File: config.mk
export PLATFORM = sky130hd
export DESIGN_NAME = free_list
export DESIGN_NICKNAME = d
export VERILOG_FILES = /design/src/rtl/free_list.sv
export SDC_FILE = /design/constraint.sdc
export NUM_CORES = 1
export LEC_CHECK = 0
export ABC_AREA = 1
export BUFFER_PORTS_ARGS = -buffer_cell sky130_fd_sc_hd__buf_2
export CORE_ASPECT_RATIO = 0.9
export CORE_MARGIN = 2
export CORE_UTILIZATION = 25
export DETAILED_ROUTE_END_ITERATION = 10
export GPL_ROUTABILITY_DRIVEN = 0
export PLACE_DENSITY = 0.4
export SYNTH_ARGS = -nofsm -noshare
export SYNTH_HDL_FRONTEND = slang
export SYNTH_SLANG_ARGS = --single-unit
File: constraint.sdc
create_clock -name clk -period 5 [get_ports clk]
set_clock_uncertainty 0.15 [all_clocks]
set_input_delay 1 -clock clk [delete_from_list [all_inputs] [get_ports clk]]
set_output_delay 1 -clock clk [all_outputs]
set_load 0.1 [all_outputs]
File: src/rtl/free_list.sv
// Physical-register free list for the rename stage.
// 64-entry circular buffer of 6-bit tags. The head tag is shown without
// delay, one tag is popped per cycle, and up to two retiring tags are
// released per cycle. Tag 0 is never treated as free.
// Optional feature: define FREE_LIST_CHECK_EN to add an in-list bitmap.
// The bitmap rejects a release of a tag that is already free and sets err.
module free_list (
    input  logic       clk,
    input  logic       rstn,
    input  logic       alloc_req,
    output logic [5:0] alloc_tag,
    output logic       alloc_valid,
    output logic       stall,
    input  logic       rel_en_1,
    input  logic [5:0] rel_tag_1,
    input  logic       rel_en_2,
    input  logic [5:0] rel_tag_2,
    output logic [6:0] count,
    output logic       err
);

    logic [5:0] storage_q [64];
    logic [5:0] head_q, head_d;
    logic [5:0] tail_q, tail_d;
    logic [6:0] count_q, count_d;
    logic       err_q, err_d;

    logic       pop;
    logic [6:0] space;
    logic       req_1, req_2;
    logic       dup_1, dup_2;
    logic       acc_1, acc_2;
    logic [5:0] wr_idx_2;

`ifdef FREE_LIST_CHECK_EN
    logic [63:0] inlist_q, inlist_d;
`endif

    // The head entry is shown directly, so a pop has zero latency.
    assign alloc_tag   = storage_q[head_q];
    assign alloc_valid = (count_q != 7'd0);
    assign stall       = alloc_req && !alloc_valid;
    assign count       = count_q;
    assign err         = err_q;

    // Decide which requests are accepted on this edge.
    // The pop frees its slot before the releases compete for space.
    always_comb begin
        pop   = alloc_req && alloc_valid;
        space = 7'd64 - count_q + {6'd0, pop};
        req_1 = rel_en_1 && (rel_tag_1 != 6'd0);
        req_2 = rel_en_2 && (rel_tag_2 != 6'd0);
        dup_1 = 1'b0;
        dup_2 = 1'b0;
`ifdef FREE_LIST_CHECK_EN
        // A tag that is popped on this edge has already left the list.
        dup_1 = inlist_q[rel_tag_1] && !(pop && (alloc_tag == rel_tag_1));
`endif
        acc_1 = req_1 && !dup_1 && (space != 7'd0);
`ifdef FREE_LIST_CHECK_EN
        // If both slots name the same tag, the slot-1 copy wins.
        dup_2 = (inlist_q[rel_tag_2] && !(pop && (alloc_tag == rel_tag_2)))
              || (acc_1 && (rel_tag_1 == rel_tag_2));
`endif
        acc_2    = req_2 && !dup_2 && (space > {6'd0, acc_1});
        wr_idx_2 = tail_q + {5'd0, acc_1};
        head_d   = head_q + {5'd0, pop};
        tail_d   = tail_q + {5'd0, acc_1} + {5'd0, acc_2};
        count_d  = count_q + {6'd0, acc_1} + {6'd0, acc_2} - {6'd0, pop};
        // err is sticky. Tag-0 releases are simply ignored and do not set it.
        err_d    = err_q || (req_1 && !acc_1) || (req_2 && !acc_2);
    end

`ifdef FREE_LIST_CHECK_EN
    // Bitmap next state: the pop clears its bit first, then releases set bits.
    always_comb begin
        inlist_d = inlist_q;
        if (pop)   inlist_d[alloc_tag] = 1'b0;
        if (acc_1) inlist_d[rel_tag_1] = 1'b1;
        if (acc_2) inlist_d[wr_idx_2 == tail_q ? rel_tag_2 : rel_tag_2] = 1'b1;
    end

    // The bitmap starts with tags 32..63 free.
    always_ff @(posedge clk or negedge rstn) begin
        if (!rstn) inlist_q <= {{32{1'b1}}, {32{1'b0}}};
        else       inlist_q <= inlist_d;
    end
`endif

    // Pointers, occupancy and the error flag.
    // Reset leaves tags 32..63 free.
    always_ff @(posedge clk or negedge rstn) begin
        if (!rstn) begin
            head_q  <= 6'd0;
            tail_q  <= 6'd32;
            count_q <= 7'd32;
            err_q   <= 1'b0;
        end else begin
            head_q  <= head_d;
            tail_q  <= tail_d;
            count_q <= count_d;
            err_q   <= err_d;
        end
    end

    // Tag storage. Slot 1 writes at tail.
    // Slot 2 writes at the next free position after slot 1.
    always_ff @(posedge clk or negedge rstn) begin
        if (!rstn) begin
            for (int i = 0; i < 64; i++) begin
                storage_q[i] <= (i < 32) ? 6'(i + 32) : 6'd0;
            end
        end else begin
            if (acc_1) storage_q[tail_q]   <= rel_tag_1;
            if (acc_2) storage_q[wr_idx_2] <= rel_tag_2;
        end
    end

endmodule

## Word-level counts from Yosys, hierarchy flattened

Index checks and enable logic that the tools add are counted.

| storage, ports and cells | value |
|---|---|
| register bits | 404 |
| logic and storage cells | 115 |

| cells by class | value |
|---|---|
| mux-type cells | 11 |
| add/subtract/negate cells | 8 |
| reductions and logical operators | 19 |
| bitwise gates (word level) | 3 |
| magnitude comparators | 6 |

Operator list:

| cell | count |
|---|---|
| $bwmux W384 | 2 |
| $mux W384 | 2 |
| $demux W6 S6 | 2 |
| $bmux W6 S6 | 1 |
| $mux W6 | 4 |
| $add A7 B1 Y7 | 3 |
| $ge A7 B7 Y1 const B | 3 |
| $not A6 Y7 | 3 |
| $add A6 B1 Y6 | 3 |
| $lt A7 B1 Y1 const B | 2 |
| $reduce_bool A7 Y1 | 2 |
| $reduce_bool A6 Y1 | 2 |
| $logic_and A1 B1 Y1 | 10 |
| $gt A7 B1 Y1 | 1 |
| $sub A7 B1 Y7 | 1 |
| $sub A7 B7 Y7 const A | 1 |
| $logic_not A1 Y1 | 3 |
| $logic_or A1 B1 Y1 | 2 |

## Longest topological paths before layout

| logic depth | value |
|---|---|
| depth after elaboration | 13 |
| depth in mapped cells | 31 |
| mapped depth without buffers | 29 |

## Worst setup path before layout

Ideal clock, no wire load.

| timing | value |
|---|---|
| path kind | register to register |
| from | reg count_q[4], in the netlist count[4] |
| to | reg count_q[6], in the netlist count[6] |
| stages on the path, launching flop included | 31 |
| arrival | 5.566 ns |
| library setup time | 0.128 ns |
| slack | -0.844 ns |
| required time | 4.722 ns |
| path through | dfrtp_1 -> inv_1 -> ha_1 -> nand2_1 -> nor4_1 -> nor2_1 -> inv_1 -> ha_1 -> inv_1 -> ha_1 -> nand3_1 -> nand2_1 -> nand2_1 -> nor2_1 -> nand2_1 -> nand2_1 -> clkbuf_1 -> inv_1 -> ha_1 -> nor2_1 -> nor2_1 -> a21oi_1 -> clkbuf_1 -> fa_1 -> inv_1 -> fa_1 -> o21ai_0 -> nand2_1 -> nand2_1 -> a21oi_1 -> xor2_1 |

| between the ends | value |
|---|---|
| longest elaborated chain between the ends | 9 |

Ends and longest elaborated chain:

| element | RTL line | source |
|---|---|---|
| start: declaration | 25 | `logic [6:0] count_q, count_d;` |
| start signal: assignment | 101 | `count_q <= count_d;` |
| branches (longest 8 deep; another with $sub A7 B7 Y7) | n/a |  |
| $sub A7 B1 Y7 (*) | 69 | `count_d = count_q + {6'd0, acc_1} + {6'd0, acc_2} - {6'd0, pop};` |
| named net count_d[6] | 25 |  |

Mark *: on every way through the listed nets, which the timed path passes.

## Final worst setup path

| timing | value |
|---|---|
| from | reg count_q[5], in the netlist count[5] |
| to | reg storage_q[180] (netlist name) |

| between the ends | value |
|---|---|
| longest elaborated chain between the ends | 13 |

Ends and longest elaborated chain:

| element | RTL line | source |
|---|---|---|
| branches (longest 2 deep; another with $sub A7 B7 Y7) | n/a |  |
| $add A7 B1 Y7 (*) | 50 | `space = 7'd64 - count_q + {6'd0, pop};` |
| $reduce_bool A7 Y1 | 59 | `acc_1 = req_1 && !dup_1 && (space != 7'd0);` |
| $logic_and A1 B1 Y1 | 59 |  |
| $add A6 B1 Y6 | 66 | `wr_idx_2 = tail_q + {5'd0, acc_1};` |
| $not A6 Y7 (not written as such) | 115 | `if (acc_2) storage_q[wr_idx_2] <= rel_tag_2;` |
| $ge A7 B7 Y1 (not written as such) / $lt A7 B1 Y1 (equally long branches) | 115 |  |
| $logic_and A1 B1 Y1 (not written as such) | 115 |  |
| $mux W6 (not written as such) | 115 |  |
| $demux W6 S6 | 115 |  |
| $bwmux W384 | 115 |  |
| $mux W384 (*) | 115 |  |
| end signal: indexed assignment | 111 | `storage_q[i] <= (i < 32) ? 6'(i + 32) : 6'd0;` |
| end signal: indexed assignment | 114 | `if (acc_1) storage_q[tail_q] <= rel_tag_1;` |
| end signal: indexed assignment | 115 |  |
| end: declaration | 22 | `logic [5:0] storage_q [64];` |

Every way passes the cells marked *.

==> run summary <==
CTS tree - yes
number of global-route vias before repair - 31300
CTS Buf Count - 55
LEAKAGE - 17.4 nW
placed cell areas - 33300 µm²
initial antenna violation count - 4
sequential area share after synthesis - 33.3%
CTS root buf - clkbuf_16
Synth Register Bits - 404
via/cell ratio - 4.99
gr ovfl total - 0
nets@finish - 5092
maximum root-to-sink buffer count - 3
mapped cell area - 30800 µm²
crit share post-route - 94.6%
DRC - 0
CP most frequent cell - nand2_1
total of max-cap violations - 0
number of port buffers - 32
worst hold margin - 0.283 ns
Die X-Extent - 374 µm
DP HPWL - 89000 µm
num rows - 122
Fill cells - 13800
clock transition at the registers of the reported paths - 0.06 ns
Design Area, Final - 35300 µm²
Synth Flop Type - dfrtp_1
Worst Max-Slew Pin Slew - 1.15 ns
Post-CTS Hold Buffers - 0
status - complete, no violations
commonest non-fill, non-tap cell in the layout - nand2_1
Clock Latency Late Sink - 0.67 ns
yosys warns - 0
largest net degree at the start of global routing - 169
total I/O pin count - 33
slowest stage delay, CP - 0.62 ns
global-route wire length before repair - 224000 µm
EDFF count, synth - 0
max-slew violations - 0
DR iter-0 viols - 3465
Total Wirelength - 153000 µm
core box area - 123000 µm²
Setup WS pre-CTS - 0.0646 ns
Area Growth Syn to Fin - 14.8%
die area - 126000 µm²
H-tree depth - 2
sequential cell area - 10300 µm²
synth top area cells - nand2_1, dfrtp_1, nand3_1
Power per Cell Area - 619 nW/µm²
Yosys top cell area share - 33.5%
Setup CP Type - reg -> reg
Vias - 33500
setup violators final - 0
CP max stage cell - dfstp_4
Slew HR - 23.3%
CTS sink cnt - 404
commonest non-fill, non-tap cells in the layout - nand2_1, nand3_1, o21ai_0
area occupied by multi-input gates - 18800 µm²
initial core utilization - 25.1%
Netlist cell types - 30
Detail Route Antenna Nets - 0
worst-path fanout max - 6
CP Launch Type - register
Min Clock Period, post-route - 4.73 ns
setup ws final - 0.268 ns
Synthesized Nets - 5192
CP Data Required Time - 5.39 ns
endpoints failing hold - 0
die height - 337 µm
syn avg cell area - 5.97 µm²
share of layout cells above drive strength 1 - 10.8%
Max IR drop VDD - 0.00105 V
max frequency - 0.211 GHz
Critical Path AT - 5.12 ns
GRT Util Overall - 23.6%
HP Class - in -> async
Antenna Diode Count - 0
cell count after synthesis - 5154
DRT Pass-1 Iters - 5
power after layout - 21.9 mW
area leader, netlist - nand2_1
drt wl/cell - 22.9 µm
Post-synth ARST share - 100%
Worst setup EP type - register
==> sequential cells by signal (all words and copies together) (netlist names) <==
| register | flops |
|---|---|
| storage_q | 384 |
| count | 7 |
| head_q | 6 |
| tail_q | 6 |
| err | 1 |
==> area by class of cell <==
type / instances / area share [%]
tap: 1612 / 5.71
multi-input combinational: 4239 / 53.2
sequential: 404 / 29.1
inverter: 156 / 1.73
clock buffer: 93 / 4.75
timing repair buffer: 198 / 5.33
clock inverter: 11 / 0.269
==> what timing repair did <==
item | CTS | global route
resized for setup | 0 | 45
setup buffers | 0 | 7
setup endpoints to repair | 0 | 326
==> per-stage QoR <==
stage,utilization [%],std cells,TNS [ns]
6_report,28.8,6713,0
3_5_place_dp,27.1,6600,0
2_1_floorplan,-,5154,0
4_1_cts,28.6,6704,0
3_3_place_gp,27.1,6600,0
5_1_grt,28.8,6713,-0.0831
==> power by group <==
part	switching (mW)	total [mW]	internal, mW	leakage [nW]
clock network	1.75	4.03	2.28	0.873
logic	8.63	12.2	3.60	11.5
registers	0.942	5.60	4.66	5.03
==> critical path: cells and delay by family (launching register included) <==
kind	cells	cell delay, ns
buffers and inverters	7	0.88
adders and majority gates	5	1.06
xor gates and xnor gates	1	0.23
and+or+nand+nor	16	1.70
DFF	1	0.62
==> Yosys cell counts, types with 2 or more instances <==
master and n:
nor3_4 2, ha_1 19, a21oi_1 41, inv_1 139
nand2_1 2746, o21ai_0 468, o211ai_1 51, nor2_1 156
buf_2 42, nand3_4 8, buf_1 46, nor2_4 70
fa_1 2, dfrtp_1 290, nor2_2 9, nand2_2 4
nand3_1 636, inv_4 4, nand4_1 2, dfstp_2 114
nor3_1 2, inv_2 7, xor2_1 16, clkbuf_1 267
clkinv_1 6, nand3_2 3
==> worst paths after layout <==
| check | slack (ns) | startpoint | cells after the start | endpoint |
|---|---|---|---|---|
| worst max-delay path | 0.27 | count[5] | 29 | storage_q[180] |
| worst min-delay path | 0.28 | rstn | 1 | storage_q[116] |
| worst max register to register | 0.27 | count[5] | 29 | storage_q[180] |
| min in group clk | 0.37 | err | 2 | err |
| max in group asynchronous | 3.32 | rstn | 2 | storage_q[93] |
| worst min register to register | 0.37 | err | 2 | err |
==> layer usage <==
layer,GRT usage [%],up-vias,wire length (µm)
li1,-,16200,-
met1,33.6,16000,71100
met2,37.1,1130,68200
met3,3.76,173,10900
met4,5.92,4,3220
met5,0,-,20
==> logic make-up (layout without fill, tap and decap cells) <==
group                    count (synthesis)  in the layout  share of synthesized area, %
buffers and inverters                  511            458                          6.43
AO/OA/AOI/OAI                          561            561                          9.53
XOR/XNOR                                17             17                         0.508
flip-flops                             404            404                          33.3
adder cells (fa/ha/maj)                 21             21                         0.902
AND/OR/NAND/NOR                       3640           3640                          49.3
Power figures use the tool's default switching activity.
